[src/rtl/usb_dev_state_ctrl.sv]
// USB 2.0 device-state controller: tracks the Chapter 9 visible states, owns the device
// address and configuration value, and acks or stalls standard requests from the EP0 decoder.
module usb_dev_state_ctrl #(
    parameter int SUSPEND_CYCLES = 180000,
    parameter int NUM_CONFIGS    = 1
) (
    input  logic       clk,
    input  logic       rst_n,
    input  logic       vbus,
    input  logic       bus_reset,
    input  logic       bus_idle,
    input  logic       set_addr_req,
    input  logic [6:0] set_addr_val,
    input  logic       set_cfg_req,
    input  logic [7:0] set_cfg_val,
    input  logic       status_done,
    output logic [2:0] dev_state,
    output logic [6:0] dev_addr,
    output logic [7:0] cfg_val,
    output logic       is_conf,
    output logic       suspended,
    output logic       req_ack,
    output logic       req_stall
);

    typedef enum logic [2:0] {
        ST_ATTACHED   = 3'd0,
        ST_POWERED    = 3'd1,
        ST_DEFAULT    = 3'd2,
        ST_ADDRESS    = 3'd3,
        ST_CONFIGURED = 3'd4,
        ST_SUSPENDED  = 3'd5
    } state_t;

    localparam int               CNT_W    = $clog2(SUSPEND_CYCLES);
    localparam logic [CNT_W-1:0] CNT_LAST = CNT_W'(SUSPEND_CYCLES - 1);
    localparam logic [7:0]       MAX_CFG  = 8'(NUM_CONFIGS);

    state_t           state, state_nxt, saved_state, saved_nxt;
    logic [6:0]       addr_nxt, pend_addr, pend_addr_nxt;
    logic [7:0]       cfg_nxt;
    logic             pend_valid, pend_valid_nxt;
    logic [CNT_W-1:0] idle_cnt, cnt_nxt;
    logic             ack_nxt, stall_nxt;

    assign dev_state = state;

    // Each cycle only the highest-priority event is acted on; lower ones are dropped.
    always_comb begin
        state_nxt      = state;
        saved_nxt      = saved_state;
        addr_nxt       = dev_addr;
        cfg_nxt        = cfg_val;
        pend_addr_nxt  = pend_addr;
        pend_valid_nxt = pend_valid;
        cnt_nxt        = idle_cnt;
        ack_nxt        = 1'b0;
        stall_nxt      = 1'b0;

        if (!vbus) begin
            state_nxt      = ST_ATTACHED;
            addr_nxt       = '0;
            cfg_nxt        = '0;
            pend_addr_nxt  = '0;
            pend_valid_nxt = 1'b0;
            cnt_nxt        = '0;
        end else if (bus_reset) begin
            state_nxt      = ST_DEFAULT;
            addr_nxt       = '0;
            cfg_nxt        = '0;
            pend_addr_nxt  = '0;
            pend_valid_nxt = 1'b0;
            cnt_nxt        = '0;
        end else if (state == ST_ATTACHED) begin
            state_nxt = ST_POWERED;
        end else if (state == ST_SUSPENDED && !bus_idle) begin
            state_nxt = saved_state;
        end else if (state != ST_SUSPENDED && bus_idle && idle_cnt == CNT_LAST) begin
            saved_nxt = state;
            state_nxt = ST_SUSPENDED;
            cnt_nxt   = '0;
        end else begin
            if (state != ST_SUSPENDED)
                cnt_nxt = bus_idle ? idle_cnt + CNT_W'(1) : '0;

            if (set_addr_req && set_cfg_req) begin
                stall_nxt = 1'b1;
            end else if (set_addr_req) begin
                if (state == ST_DEFAULT || state == ST_ADDRESS) begin
                    pend_addr_nxt  = set_addr_val;
                    pend_valid_nxt = 1'b1;
                    ack_nxt        = 1'b1;
                end else begin
                    stall_nxt = 1'b1;
                end
            end else if (set_cfg_req) begin
                if (set_cfg_val > MAX_CFG || !(state == ST_ADDRESS || state == ST_CONFIGURED)) begin
                    stall_nxt = 1'b1;
                end else begin
                    ack_nxt   = 1'b1;
                    cfg_nxt   = set_cfg_val;
                    state_nxt = (set_cfg_val == 8'd0) ? ST_ADDRESS : ST_CONFIGURED;
                end
            end else if (status_done && pend_valid && state != ST_SUSPENDED) begin
                // Deferred SET_ADDRESS commit; address 0 drops back to DEFAULT
                addr_nxt       = pend_addr;
                pend_valid_nxt = 1'b0;
                state_nxt      = (pend_addr != 7'd0) ? ST_ADDRESS : ST_DEFAULT;
            end
        end
    end

    always_ff @(posedge clk) begin
        if (!rst_n) begin
            state       <= ST_ATTACHED;
            saved_state <= ST_ATTACHED;
            dev_addr    <= '0;
            cfg_val     <= '0;
            pend_addr   <= '0;
            pend_valid  <= 1'b0;
            idle_cnt    <= '0;
            is_conf     <= 1'b0;
            suspended   <= 1'b0;
            req_ack     <= 1'b0;
            req_stall   <= 1'b0;
        end else begin
            state       <= state_nxt;
            saved_state <= saved_nxt;
            dev_addr    <= addr_nxt;
            cfg_val     <= cfg_nxt;
            pend_addr   <= pend_addr_nxt;
            pend_valid  <= pend_valid_nxt;
            idle_cnt    <= cnt_nxt;
            is_conf     <= (state_nxt == ST_CONFIGURED);
            suspended   <= (state_nxt == ST_SUSPENDED);
            req_ack     <= ack_nxt;
            req_stall   <= stall_nxt;
        end
    end

endmodule
[config.mk]
export PLATFORM = sky130hd
export DESIGN_NAME = usb_dev_state_ctrl
export DESIGN_NICKNAME = d
export VERILOG_FILES = /design/src/rtl/usb_dev_state_ctrl.sv
export SDC_FILE = /design/constraint.sdc
export NUM_CORES = 1
export LEC_CHECK = 0
export ABC_AREA = 1
export CORE_MARGIN = 4
export CORE_UTILIZATION = 30
export CTS_CLUSTER_SIZE = 30
export DETAILED_ROUTE_END_ITERATION = 6
export PLACE_DENSITY_LB_ADDON = 0.12
export SYNTH_ARGS = -nofsm -noshare
export SYNTH_HDL_FRONTEND = slang
export SYNTH_SLANG_ARGS = --single-unit
[constraint.sdc]
create_clock -name clk -period 5.3 [get_ports clk]
set_input_delay 0.795 -clock clk [delete_from_list [all_inputs] [get_ports clk]]
set_output_delay 0.795 -clock clk [all_outputs]
set_load 0.01 [all_outputs]
* After elaboration in Yosys (flattened, before gate mapping)
Index checks and enable logic that the tools add are counted.
** Cells by class
- Order comparisons :: 1
- Equality and inequality tests :: 10
- Reduce and logical (&&, ||, !) cells :: 25
- Add/subtract/negate cells :: 1
- Muxes and demuxes :: 28
- Bitwise gates (word level) :: 10
** Operators with widths (number)
- $mux 18 :: 3
- $mux 3 :: 11
- $reduce_and 7->1 :: 3
- $add 18x1->18 const B :: 1
- $eq 18x18->1 const B :: 1
- $mux 1 :: 14
- $eq 3x3->1 const B :: 4
- $not 1->1 :: 10
- $gt 8x1->1 const B :: 1
- $logic_not 8->1 :: 1
- $reduce_bool 7->1 :: 1
- $reduce_or 7->1 :: 1
- $eq 3x2->1 const B :: 2
- $logic_and 1x1->1 :: 6
- $reduce_and 6->1 :: 1
- $reduce_or 6->1 :: 1
- $reduce_and 5->1 :: 1
- $reduce_bool 2->1 :: 2
- $logic_not 3->1 :: 1
- $logic_or 1x1->1 :: 3
- $ne 3x3->1 const B :: 1
- $reduce_and 3->1 :: 1
- $reduce_or 3->1 :: 1
- $logic_not 1->1 :: 2
- other kinds (2) :: 2
** Word-level totals
- Output and inout port bits :: 22
- Logic and storage cells :: 86
- Bits of input ports :: 23
- Register bits :: 51

* Logic depth before layout (Yosys ltp)
- Word-level depth :: 14
- Mapped depth :: 15
- Mapped depth without buffers :: 15

* Worst setup path after synthesis
Ideal clock, no wire load.
- Path type :: in2reg
- Start :: in bus_idle
- End :: reg dev_addr[3]
- Library setup time :: 0.128 ns
- Stages on the path :: 10
- Path buffers :: 1
- Data arrival time :: 1.646 ns
- Required time :: 5.172 ns
- Path slack :: 3.527 ns
- Cell sequence :: nand4_1 > nor2_2 > nand2_4 > nand2_4 > nor2_8 > nand2_4 > buf_12 > nor2_2 > a21oi_2 > nor2_2
** On the way
- Longest elaborated chain between the ends :: 4
- Elaborated cells on any way between the ends :: 7
- Classes of those cells :: 2 x bitwise; 5 x reduce/logical
** Ends and longest elaborated chain
- start, declared :: line 11 : input logic bus_idle,
- $logic_and 1x1->1 or $logic_not 1->1 (tied branches) :: line 78, 76
- $logic_and 1x1->1, on equally long branches :: line 78, 76
- $not 1->1 (no source line)
- $reduce_and 7->1 (no source line) (*)
- end signal, assigned :: line 129 : dev_addr <= addr_nxt;
- end, declared :: line 18 : output logic [6:0] dev_addr,
Every way passes the cells marked *; elsewhere a longest branch is shown, timed or not.
A chain may end at the register's enable or synchronous reset.

* Worst setup path after layout
- Start :: in vbus
- End :: reg idle_cnt[7]
** On the way
- Longest elaborated chain between the ends :: 2
** Ends and longest elaborated chain
- start, declared :: line 9 : input logic vbus,
- $not 1->1 (no source line)
- $reduce_or 3->1 (no source line)
- end signal, assigned :: line 133 : idle_cnt <= cnt_nxt;
- end, declared :: line 43 : logic [CNT_W-1:0] idle_cnt, cnt_nxt;
Every way passes these cells.

==> impl_metrics.json <==
{
  "grt_overflow": 0,
  "synth-edff-count": 0,
  "clock_latency_ps": 310,
  "synth.most_common_cell": "nand2_1",
  "areaGrowthSynthToFinish_pct": 24.6,
  "yosys_warnings": 0,
  "antenna_found_initial": 0,
  "first_pass_iters": 5,
  "cts_buffer_depth": 2,
  "dieHeight_um": 98.6,
  "syn_inst": 317,
  "switchingPower_w": 0.000166,
  "holdBufCountCts": 0,
  "grt_pass1_vias": 2078,
  "layout_min_cycle_time_ps": 2490,
  "grt_max_degree": 20,
  "multi_input_area_um2": 1230,
  "maxSlewViolCount": 0,
  "status": "finished, final reports clean",
  "p_per_area_nw_per_um2": 218,
  "synthTopCellsByArea": "dfxtp_1 41%, nand2_1 8.2%, inv_1 6.2%",
  "slew-limit-headroom_pct": 50.4,
  "synth-async-reset-ratio_pct": 0,
  "yosysSeqAreaShare_pct": 41.4,
  "synthTopCellsByCount": "54 x nand2_1, 51 x dfxtp_1, 41 x inv_1",
  "p_sw_share_pct": 24.8,
  "ioPinCount": 45,
  "nets": 387,
  "drt-total-wl_um": 5410,
  "drive_gt1_share_pct": 13.7,
  "core_um2": 7850,
  "synth.avg_cell_area_um2": 7.78,
  "dieWidth_um": 98.6,
  "combPwrFrac_pct": 7.7,
  "via_count": 2100,
  "post_cts.repair.setup_buffers": 0,
  "timing.final.crit_share_pct": 47.0,
  "synth.distinct_cells": 37,
  "drt_iter0_markers": 147,
  "seqPwrFrac_pct": 57.6,
  "dieArea_um2": 9730,
  "root_buffer": "clkbuf_8",
  "htree_levels": 2,
  "max_slew.worst_pin.slew_ps": 743,
  "cts_tree": "built",
  "drtAntennaViolNets": 0,
  "wire_per_inst_um": 11.6,
  "drc": 0,
  "cp-start-kind": "primary input",
  "fp-row-count": 32,
  "synth_top_area_cell": "dfxtp_1",
  "vdd_ir_drop_max_uv": 102,
  "path_cells": "clkdlybuf4s50_1, nand2_1, nor2_2, inv_1, a211oi_1",
  "hold_slack_ps": 476,
  "cts.sinks": 51,
  "post-dp-hpwl_um": 4170,
  "power.static_leakage_nw": 1.13,
  "crit_arrival_ps": 2720,
  "grt_use_total_pct": 12.0,
  "reg2regPathDepth": 12,
  "ys_ff_latch": 51,
  "setup_violations": 0,
  "slowest_delay_ps": 580,
  "synthesis.nets": 341,
  "n_antenna_cell": 0,
  "maxClockFrequency_ghz": 0.401,
  "numCtsBuffers": 5,
  "rsz0062_at_grt": "no",
  "clkTransAtPathRegs_ps": 90,
  "port-buffer-count": 44,
  "netlist_area_um2": 2460,
  "postCtsResizedCells": 0,
  "path_class": "in2reg",
  "fillerInstances": 852,
  "maxCapViolCount": 0,
  "yosys.area.top_type_share_pct": 41.4,
  "fin_setup_tns_ps": 0,
  "finalHoldViolCount": 0,
  "clock_skew_ps": 6.26,
  "grt_pass1_wl_um": 9700,
  "crit_path_end_kind": "register",
  "cp_max_fo": 19,
  "via_per_inst": 4.51,
  "hold_path_class": "reg2reg",
  "slowest_stage": "nor2_2",
  "internal_power_w": 0.000503,
  "clkPwrFrac_pct": 34.7,
  "regArea_um2": 1020,
  "hold_path_depth": 2,
  "place.gp.congestion": 0.756,
  "required_ps": 5520,
  "yosys_most_used_dff": "dfxtp_1",
  "start_util_pct": 31.4
}
[stage by stage]
stage	cell area [um^2]	cells	setup WS, ps	utilization [%]	total power [W]
after floorplan	2460	317	3530	-	0.000421
after global placement	2980	458	2500	38.0	0.000446
after detailed placement	2980	458	2450	38.0	0.000446
after CTS	3070	466	2770	39.1	0.000682
after global routing	3070	466	2590	39.1	0.000703
final	3070	466	2810	39.1	0.000669
[per-layer routing]
| layer | routed length, um | global-route usage, % |
|---|---|---|
| met5 | 0 | 0 |
| met4 | 49 | 3.15 |
| met3 | 213 | 3.18 |
| met2 | 2320 | 17.8 |
| met1 | 2830 | 17.1 |
[area by class of cell]
cell class / instances / share of cell area, %
inverters: 44 / 5.38
flip-flops and latches: 51 / 33.2
clock inverters: 2 / 0.530
clock buffers: 6 / 2.36
multi-input cells: 217 / 40.0
well taps: 102 / 4.15
repair buffers: 44 / 14.3
[kinds of logic (layout without fill, tap and decap cells)]
logic type	after synthesis	after routing	share of synthesized area (%)
buffers and inverters	49	96	8.73
AOI/OAI and AO/OA	55	55	14.7
xor gates and xnor gates	3	3	1.07
DFF	51	51	41.4
and+or+nand+nor	158	158	33.6
adders and majority gates	1	1	0.508
[worst paths after layout]
path	from	endpoint	slack, ps
max	vbus	idle_cnt[7]	2810
min	pend_addr[1]	pend_addr[1]	480
max reg2reg	idle_cnt[0]	dev_addr[0]	3440
min reg2reg	pend_addr[1]	pend_addr[1]	480
[cell usage in the layout (no fill, tap or decap), types with 2 or more instances in the layout]
cell type | synthesis | final
nand4_1 | 5 | 5
nor3b_2 | 2 | 2
a221oi_1 | 2 | 2
nand2_4 | 4 | 4
o21ai_2 | 2 | 2
xor2_1 | 3 | 3
inv_1 | 41 | 41
o21a_1 | 3 | 3
clkdlybuf4s50_1 | 0 | 44
clkbuf_8 | 0 | 5
nand3_4 | 2 | 2
nand2_2 | 5 | 5
a21oi_2 | 10 | 10
o21ai_0 | 9 | 9
nand2_1 | 54 | 54
nor3_1 | 11 | 11
a211oi_1 | 5 | 5
nand3_1 | 13 | 13
and3_1 | 7 | 7
inv_2 | 3 | 3
nor2_2 | 8 | 8
dfxtp_1 | 51 | 51
nor2_1 | 40 | 40
a21oi_1 | 20 | 20
[sequential cells by signal (all words and copies together), names as in the netlist, 3 cells and up]
name,count
dev_addr,7
pend_addr,7
cfg_val,8
dev_state,3
idle_cnt,18
saved_state,3
[critical path: cells and delay by family]
kind            cells  cell delay (ps)
compound gates      1              300
buf+inv             2              940
simple gates        2              680
[power by group through the flow]
| stage | Combinational, W | Clock [W] | Sequential [W] |
|---|---|---|---|
| floorplan | 0.0000263 | 0 | 0.000394 |
| global placement | 0.0000518 | 0 | 0.000394 |
| detailed placement | 0.0000515 | 0 | 0.000394 |
| CTS | 0.0000517 | 0.000245 | 0.000385 |
| global route | 0.0000571 | 0.000261 | 0.000386 |
| finish | 0.0000512 | 0.000232 | 0.000385 |
(Power assumes the default switching activity.)
